[config.mk]
export PLATFORM = sky130hd
export DESIGN_NAME = sevseg_scan_driver
export DESIGN_NICKNAME = d
export VERILOG_FILES = /design/src/rtl/sevseg_pkg.sv /design/src/rtl/hex_to_sevseg.sv /design/src/rtl/sevseg_scan_driver.sv
export SDC_FILE = /design/constraint.sdc
export NUM_CORES = 1
export LEC_CHECK = 0
export CAP_MARGIN = 20
export CORE_MARGIN = 2
export CORE_UTILIZATION = 50
export DETAILED_ROUTE_END_ITERATION = 16
export PLACE_DENSITY = 0.68
export SYNTH_ARGS = -nofsm -noshare
export SYNTH_HDL_FRONTEND = slang
export SYNTH_HIERARCHICAL = 1
export SYNTH_SLANG_ARGS = --single-unit
export TNS_END_PERCENT = 20
[constraint.sdc]
create_clock -name Clk -period 3.6 [get_ports Clk]
set_input_delay 0.72 -clock Clk [delete_from_list [all_inputs] [get_ports Clk]]
set_output_delay 0.72 -clock Clk [all_outputs]
set_load 0.02 [all_outputs]
[src/rtl/sevseg_pkg.sv]
`default_nettype none
// ============================================================================
// Module      : sevseg_pkg
// Description : Shared constants and helpers for the seven-segment scan
//               driver: blank patterns, digit count, hex segment table and the
//               leading-zero test used when SEVSEG_LZ_BLANK_EN is defined.
// Revision    : 1.0 - initial release
// ============================================================================
package sevseg_pkg;

  localparam int NUM_DIGITS = 8;

  typedef logic [6:0] seg_t;   // {g,f,e,d,c,b,a}, active low

  localparam seg_t       SEG_OFF    = 7'h7F;
  localparam logic [7:0] ANODES_OFF = 8'hFF;

  // Entry n holds the active-low pattern for hex digit n.
  localparam logic [15:0][6:0] SEG_TABLE = {
    7'b0001110,  // F
    7'b0000110,  // E
    7'b0100001,  // d
    7'b1000110,  // C
    7'b0000011,  // b
    7'b0001000,  // A
    7'b0010000,  // 9
    7'b0000000,  // 8
    7'b1111000,  // 7
    7'b0000010,  // 6
    7'b0010010,  // 5
    7'b0011001,  // 4
    7'b0110000,  // 3
    7'b0100100,  // 2
    7'b1111001,  // 1
    7'b1000000   // 0
  };

  // True when digit idx is a leading zero: every nibble from idx upward is
  // zero. Digit 0 is never suppressed so a zero value still shows "0".
  function automatic logic lz_blank(input logic [31:0] value, input logic [2:0] idx);
    return (idx != 3'd0) && ((value >> {idx, 2'b00}) == 32'd0);
  endfunction

endpackage
`default_nettype wire

[src/rtl/hex_to_sevseg.sv]
`default_nettype none
// ============================================================================
// Module      : hex_to_sevseg
// Description : Combinational 4-bit nibble to active-low 7-segment decoder.
//   nibble_i  in  4  hex digit
//   seg_o     out 7  segments {g,f,e,d,c,b,a}, active low
// Revision    : 1.0 - initial release
// ============================================================================
module hex_to_sevseg
  import sevseg_pkg::*;
(
  input  logic [3:0] nibble_i,
  output logic [6:0] seg_o
);

  assign seg_o = SEG_TABLE[nibble_i];

endmodule
`default_nettype wire

[src/rtl/sevseg_scan_driver.sv]
`default_nettype none
// ============================================================================
// Module      : sevseg_scan_driver
// Description : Time-multiplexed 8-digit seven-segment driver. A word loaded
//               on Load_In is held in a shadow register and committed to the
//               display register only at the end of digit 7's slot, so a frame
//               never mixes two values. Each slot starts with BLANK_CYC clocks
//               of all anodes off to avoid ghosting.
//   Clk         in   1   system clock, rising edge
//   Rst         in   1   asynchronous active-high reset
//   Value_In    in   32  word to display, nibble k -> digit k
//   Load_In     in   1   sample Value_In on this edge
//   out7        out  7   segments {g,f,e,d,c,b,a}, active low, registered
//   en_out      out  8   digit anodes, active low, registered
//   Frame_Done  out  1   one-cycle pulse after digit 7's slot ends
// Configuration: define SEVSEG_LZ_BLANK_EN for leading-zero suppression.
// Revision    : 1.0 - initial release
// ============================================================================
module sevseg_scan_driver #(
  parameter int CLK_HZ    = 100_000_000,
  parameter int SLOT_HZ   = 1_000,
  parameter int BLANK_CYC = 16
) (
  input  logic        Clk,
  input  logic        Rst,
  input  logic [31:0] Value_In,
  input  logic        Load_In,
  output logic [6:0]  out7,
  output logic [7:0]  en_out,
  output logic        Frame_Done
);

  import sevseg_pkg::*;

  localparam int DIV   = CLK_HZ / SLOT_HZ;
  localparam int CNT_W = $clog2(DIV);

  generate
    if (DIV < 4 || BLANK_CYC >= DIV) begin : g_param_check
      $error("sevseg_scan_driver: need DIV >= 4 and BLANK_CYC < DIV");
    end
  endgenerate

  logic [CNT_W-1:0] count_q, count_d;
  logic [2:0]       idx_q, idx_d;
  logic [31:0]      shadow_q, shadow_d;
  logic [31:0]      disp_q, disp_d;
  logic [6:0]       out7_q, out7_d;
  logic [7:0]       en_q, en_d;
  logic             fd_q, fd_d;

  logic             w_tick;
  logic             w_commit;
  logic             w_blank;
  logic             w_lz_blank;
  logic [3:0]       w_nibble;
  logic [6:0]       w_seg;

  assign w_tick   = (count_q == CNT_W'(DIV - 1));
  assign w_commit = w_tick && (idx_q == 3'd7);
  assign w_nibble = disp_q[{idx_q, 2'b00} +: 4];

`ifdef SEVSEG_LZ_BLANK_EN
  assign w_lz_blank = lz_blank(disp_q, idx_q);
`else
  assign w_lz_blank = 1'b0;
`endif

  assign w_blank = (count_q < CNT_W'(BLANK_CYC)) || w_lz_blank;

  hex_to_sevseg u_dec (
    .nibble_i (w_nibble),
    .seg_o    (w_seg)
  );

  always_comb begin
    count_d  = w_tick ? '0 : count_q + 1'b1;
    idx_d    = w_tick ? idx_q + 3'd1 : idx_q;
    shadow_d = Load_In ? Value_In : shadow_q;
    // A load on the commit edge bypasses the shadow so it shows next frame.
    disp_d   = w_commit ? (Load_In ? Value_In : shadow_q) : disp_q;
    fd_d     = w_commit;
    // Outputs lag the slot state by one clock; the commit edge lands on
    // count 0 of digit 0, which is always blank, so no tearing is visible.
    if (w_blank) begin
      en_d   = ANODES_OFF;
      out7_d = SEG_OFF;
    end else begin
      en_d   = ~(8'b1 << idx_q);
      out7_d = w_seg;
    end
  end

  always_ff @(posedge Clk or posedge Rst) begin
    if (Rst) begin
      count_q  <= '0;
      idx_q    <= 3'd0;
      shadow_q <= 32'd0;
      disp_q   <= 32'd0;
      out7_q   <= SEG_OFF;
      en_q     <= ANODES_OFF;
      fd_q     <= 1'b0;
    end else begin
      count_q  <= count_d;
      idx_q    <= idx_d;
      shadow_q <= shadow_d;
      disp_q   <= disp_d;
      out7_q   <= out7_d;
      en_q     <= en_d;
      fd_q     <= fd_d;
    end
  end

  assign out7       = out7_q;
  assign en_out     = en_q;
  assign Frame_Done = fd_q;

endmodule
`default_nettype wire

# Word level (Yosys, flattened, before mapping)
# Memories as Yosys holds them, arrays and structs flattened.
# Cells that the tools add are included.
dict set report totals {
  ramBits 0
  mem_count 1
  mem_bits_ro 112
  ff_bits 100
  latchBits 0
}
# name depth width rd rd_clocked_by_memory_dff write_ports line
set memory_table {}
lappend memory_table {{(name not given)} 16 7 1 0 0 hex_to_sevseg.sv:16} ;# assign seg_o = SEG_TABLE[nibble_i];
dict set report classes {
  eq_ne 2
  magnitude_cmp 2
  muxes 5
  n_reduce_logical 1
  n_mul 0
  n_div 0
  shifts 2
  n_bitwise 1
  n_addsub 2
}
# cell count
set op_table {}
lappend op_table {{32-bit 2-to-1 mux} 1}
lappend op_table {{32-bit by 6-bit indexed part select with 4-bit output} 1}
lappend op_table {{17-bit by 1-bit adder with 17-bit output, second input constant} 1}
lappend op_table {{17-bit equality test, second input constant} 1}
lappend op_table {{17-bit by 5-bit < comparator with 1-bit output, second input constant} 1}
lappend op_table {{17-bit 2-to-1 mux} 1}
lappend op_table {{7-bit 2-to-1 mux} 2}
lappend op_table {{8-bit 2-to-1 mux} 1}
lappend op_table {{8-bit NOT} 1}
lappend op_table {{1-bit by 3-bit left shift with 8-bit output, first input constant} 1}
lappend op_table {{4-bit by 5-bit < comparator with 1-bit output, second input constant} 1}
lappend op_table {{3-bit by 1-bit adder with 3-bit output, second input constant} 1}
lappend op_table {{3-bit equality test, second input constant} 1}
lappend op_table {{1-bit logical AND} 1}

# Longest topological paths before layout
dict set report logic_depth {
  word_depth 4
  depth_mapped 10
}

# Hierarchy
# The synthesis kept the hierarchy.
# module instances cells_each area_each_um2
set modules_own_cells {}
lappend modules_own_cells {sevseg_scan_driver 1 290 4267.8}
lappend modules_own_cells {hex_to_sevseg 1 35 247.7}

# Worst setup path after synthesis
# No wires, ideal clock.
dict set report synth_timing {
  path_type {register to register}
  start {register idx_q[0]}
  end {register out7_q[3], in the netlist out7[3]}
  path_stages_with_launch 10
  arrival_time_ns 2.353
  slack_ns 1.165
  n_path_buf 1
  path_cell_list {dfrtp_1 clkbuf_1 mux4_2 nand2_1 nand2_1 ha_1 or2_2 a21oi_1 a31oi_1 nand2b_1}
}
dict set report synth_between {
  elab_chain_cells 4
}
# element line
set synth_rtl {}
lappend synth_rtl {{from (decl)} sevseg_scan_driver.sv:45} ;# logic [2:0] idx_q, idx_d;
lappend synth_rtl {{from (signal assigned)} sevseg_scan_driver.sv:105} ;# idx_q <= idx_d;
lappend synth_rtl {{32-bit by 6-bit indexed part select with 4-bit output} sevseg_scan_driver.sv:61} ;# assign w_nibble = disp_q[{idx_q, 2'b00} +: 4];
lappend synth_rtl {{named net w_nibble[0]} sevseg_scan_driver.sv:56} ;# logic [3:0] w_nibble;
lappend synth_rtl {{memory read 16 x 7 bit} n/a}
lappend synth_rtl {{7-bit 2-to-1 mux (not written as such)} hex_to_sevseg.sv:16}
lappend synth_rtl {{named net w_seg[3]} sevseg_scan_driver.sv:57} ;# logic [6:0] w_seg;
lappend synth_rtl {{7-bit 2-to-1 mux} sevseg_scan_driver.sv:85} ;# if (w_blank) begin
lappend synth_rtl {{named net out7_d[3]} sevseg_scan_driver.sv:48} ;# logic [6:0] out7_q, out7_d;
lappend synth_rtl {{to (signal assigned)} sevseg_scan_driver.sv:108} ;# out7_q <= out7_d;
lappend synth_rtl {{to (decl)} sevseg_scan_driver.sv:48}
# The timed path passes the listed nets, and every way through them passes these cells. The select of a mux whose other input is x is not followed.
# A chain may end at the register's enable or synchronous reset.

# Worst setup path in the final report
dict set report layout_timing {
  start {register count_q[0]}
  end {register disp_q[6]}
}
dict set report layout_between {
  elab_chain_cells 2
}
# element line
set layout_rtl {}
lappend layout_rtl {{from (decl)} sevseg_scan_driver.sv:44} ;# logic [CNT_W-1:0] count_q, count_d;
lappend layout_rtl {{from (signal assigned)} sevseg_scan_driver.sv:104} ;# count_q <= count_d;
lappend layout_rtl {{17-bit equality test} sevseg_scan_driver.sv:59} ;# assign w_tick = (count_q == CNT_W'(DIV - 1));
lappend layout_rtl {{1-bit logical AND} sevseg_scan_driver.sv:60} ;# assign w_commit = w_tick && (idx_q == 3'd7);
lappend layout_rtl {{to (signal assigned)} sevseg_scan_driver.sv:107} ;# disp_q <= disp_d;
lappend layout_rtl {{to (decl)} sevseg_scan_driver.sv:47} ;# logic [31:0] disp_q, disp_d;
# Every way passes these cells.

==> run metrics <==
outcome=finished clean; vias in the first global route=around 2.6k; first drt pass iteration count=4; Arr. time, crit path=between 2 and 3 ns; fillers=between 600 and 700; Reg clk slew, reported paths=roughly 0.10 ns; later-pin clock latency in the skew report=approximately 0.36 ns; Slew Limit Headroom=0.573; gpl congestion=around 0.83; Synth Flop Type=dfrtp_1; Slew @ Worst Pin=approximately 0.64 ns; Die H=approximately 99 um; Final Cycle Share=0.711; H-tree level count=3; share of layout cells above drive strength 1=0.291; Switch Pwr=0.490 mW; grt ovf=0; Resize count post-CTS=0; Clk pwr share=0.353; YS warnings=6; # rows=34; largest net degree at the start of global routing=61; Post-Synth XOR/XNOR Area=0.0291; Worst Hold Class=register to register; Hold Violations, Final=0; Worst Skew=0.0132 ns; Post-DP HPWL=approximately 5200 um; number of synthesized flops with an enable pin=0; FMAX=0.391 GHz; Lkg Pwr=2.42 nW; max-cap violation count=0; Core Box Area=about 8700 um2; clock sinks=100; Yosys reg bits=100; Mapped Area=about 4500 um2; synthesis-to-finish area growth=17.6%; Worst setup EP type=register; root buf cell=clkbuf_8; combinational share of power=0.095; final core utilization=0.609; RSZ-0062 raised after global routing=false; sw frac=0.224; CTS tree=built; fin nets=423; DR WL/cell=about 15 um; Syn Nets=374; Final Hold Slack=roughly 0.51 ns; Total Power=about 2.2 mW; Worst Path Max Fanout=32; diodes inserted=0; main combinational cell family by area after synthesis=multiplexers; maximum vdd drop=0.000261 V; post-synthesis sequential area ratio=0.558; CP Data Required Time=roughly 3.8 ns; area fraction in compound gates after synthesis=0.0191; die area=9810 um2; drt drc=0; Post-Route WL=~7400 um; Syn Area/Cell=around 14 um2; Mapped Cells=about 330; max-slew violation count=0; final setup violation count=0; setup bufs post-CTS=0; I/O Pins=just over 50; Sequential Power Share=0.552; # hold bufs at CTS=0; Initial Util=0.518; Post-Synth Simple-Gate Area=0.0970; multi-input logic area=about 1900 um2; Internal=approximately 1.7 mW; CP Class=register to register; Final Cell Area=5310 um2; mux share of post-synthesis cell area=0.232; minimum clock period=around 2.6 ns; first-pass GRT wire length=roughly 13,000 um; dpl cell area=5100 um2; Worst setup SP type=register; CTS max path bufs=2; I/O Buffers=50; via count=roughly 2.6k; vias per cell=between 5 and 6; CTS Buf Count=9; Setup TNS=0 ns; Horiz. Die Dim=about 99 um; Cell variety after synth=40; initial antenna violation count=0; Synth Area in Adders=0.0388; GR Util All Layers=0.168; pwr dens=roughly 400 nW/um2; FF+latch area=2520 um2; DR iter-0 viols=~110; asr flop ratio synth=1.00; post-route ant nets=0
## critical path, stage by stage (launching register included)
cell,delay [ns]
dfrtp_1,0.42
ha_1,0.23
nand4_1,0.35
nor4_4,0.57
nand2_4,0.43
mux2_4,0.43
## Yosys cell counts (6+ instances only)
cell type,number,area (um2)
nand2b_1,8,50.1
mux2_4,30,450
nand3_1,14,70.1
xnor2_1,10,87.6
ha_1,14,175
dfrtp_1,85,2130
nand2_1,25,93.8
nand4_1,6,37.5
mux4_2,8,180
mux2_2,35,394
dfstp_2,15,394
clkbuf_1,6,22.5
inv_1,8,30.0
nor2_1,10,37.5
## cells by family after synthesis
kind of cell | Yosys count
AND/OR/NAND/NOR | 83
flip-flops | 100
XOR/XNOR | 15
AO/OA/AOI/OAI | 15
adder cells (fa/ha/maj) | 14
multiplexers | 75
buffers and inverters | 23
## registers in the layout (all words and copies together) (netlist names)
name	flops
Frame_Done	1
count_q	17
disp_q	32
en_out	8
idx_q	3
out7	7
shadow_q	32
## per-stage QoR
stage               worst slack [ns]  std cells
floorplan                      0.286        325
global placement                1.04        471
detailed placement              1.01        471
CTS                            0.996        486
global route                   0.827        486
finish                          1.04        486
## cell usage in the layout (no fill, tap or decap), drive strengths merged, types with 7 or more instances in the layout
master,count
clkbuf,9
nor2,10
xnor2,10
o21ai,7
mux2,66
inv,10
nand3,14
dfrtp,85
mux4,8
ha,14
dfstp,15
clkdlybuf4s50,50
nand2,26
nand2b,8
## area by class of cell
| type | instances | area share |
|---|---|---|
| inverter | 9 | 0.00683 |
| clock inverter | 6 | 0.0165 |
| multi-input combinational | 202 | 0.354 |
| clock buffer | 9 | 0.0233 |
| timing repair buffer | 52 | 0.0995 |
| sequential | 100 | 0.475 |
| tap | 108 | 0.0255 |
## layer usage
layer	GRT usage	part of all wire	vias to the layer above
met3	0.0475	0.039	6
met5	0	0	-
li1	-	-	1230
met1	0.238	0.48	1269
met2	0.258	0.47	57
met4	0.0411	0.0074	0
## power groups by stage
stage                     logic [mW]  clock network (mW)  registers, mW
final                          0.208               0.773           1.21
after detailed placement       0.212                   0           1.23
after CTS                      0.213               0.798           1.21
after global placement         0.208                   0           1.23
after global routing           0.229               0.836           1.22
after floorplan                0.125                   0           1.23
## final timing paths
path                                      to        start  slack [ns]  cells after the start
worst max-delay path               disp_q[6]   count_q[0]        1.04                      5
max in group asynchronous          disp_q[6]          Rst        2.18                      3
worst max register to register     disp_q[6]   count_q[0]        1.04                      5
min in group asynchronous       shadow_q[29]          Rst        0.73                      2
worst min-delay path             shadow_q[3]  shadow_q[3]        0.51                      1
worst min register to register   shadow_q[3]  shadow_q[3]        0.51                      1
No activity file was read; power rests on OpenSTA's default activity.
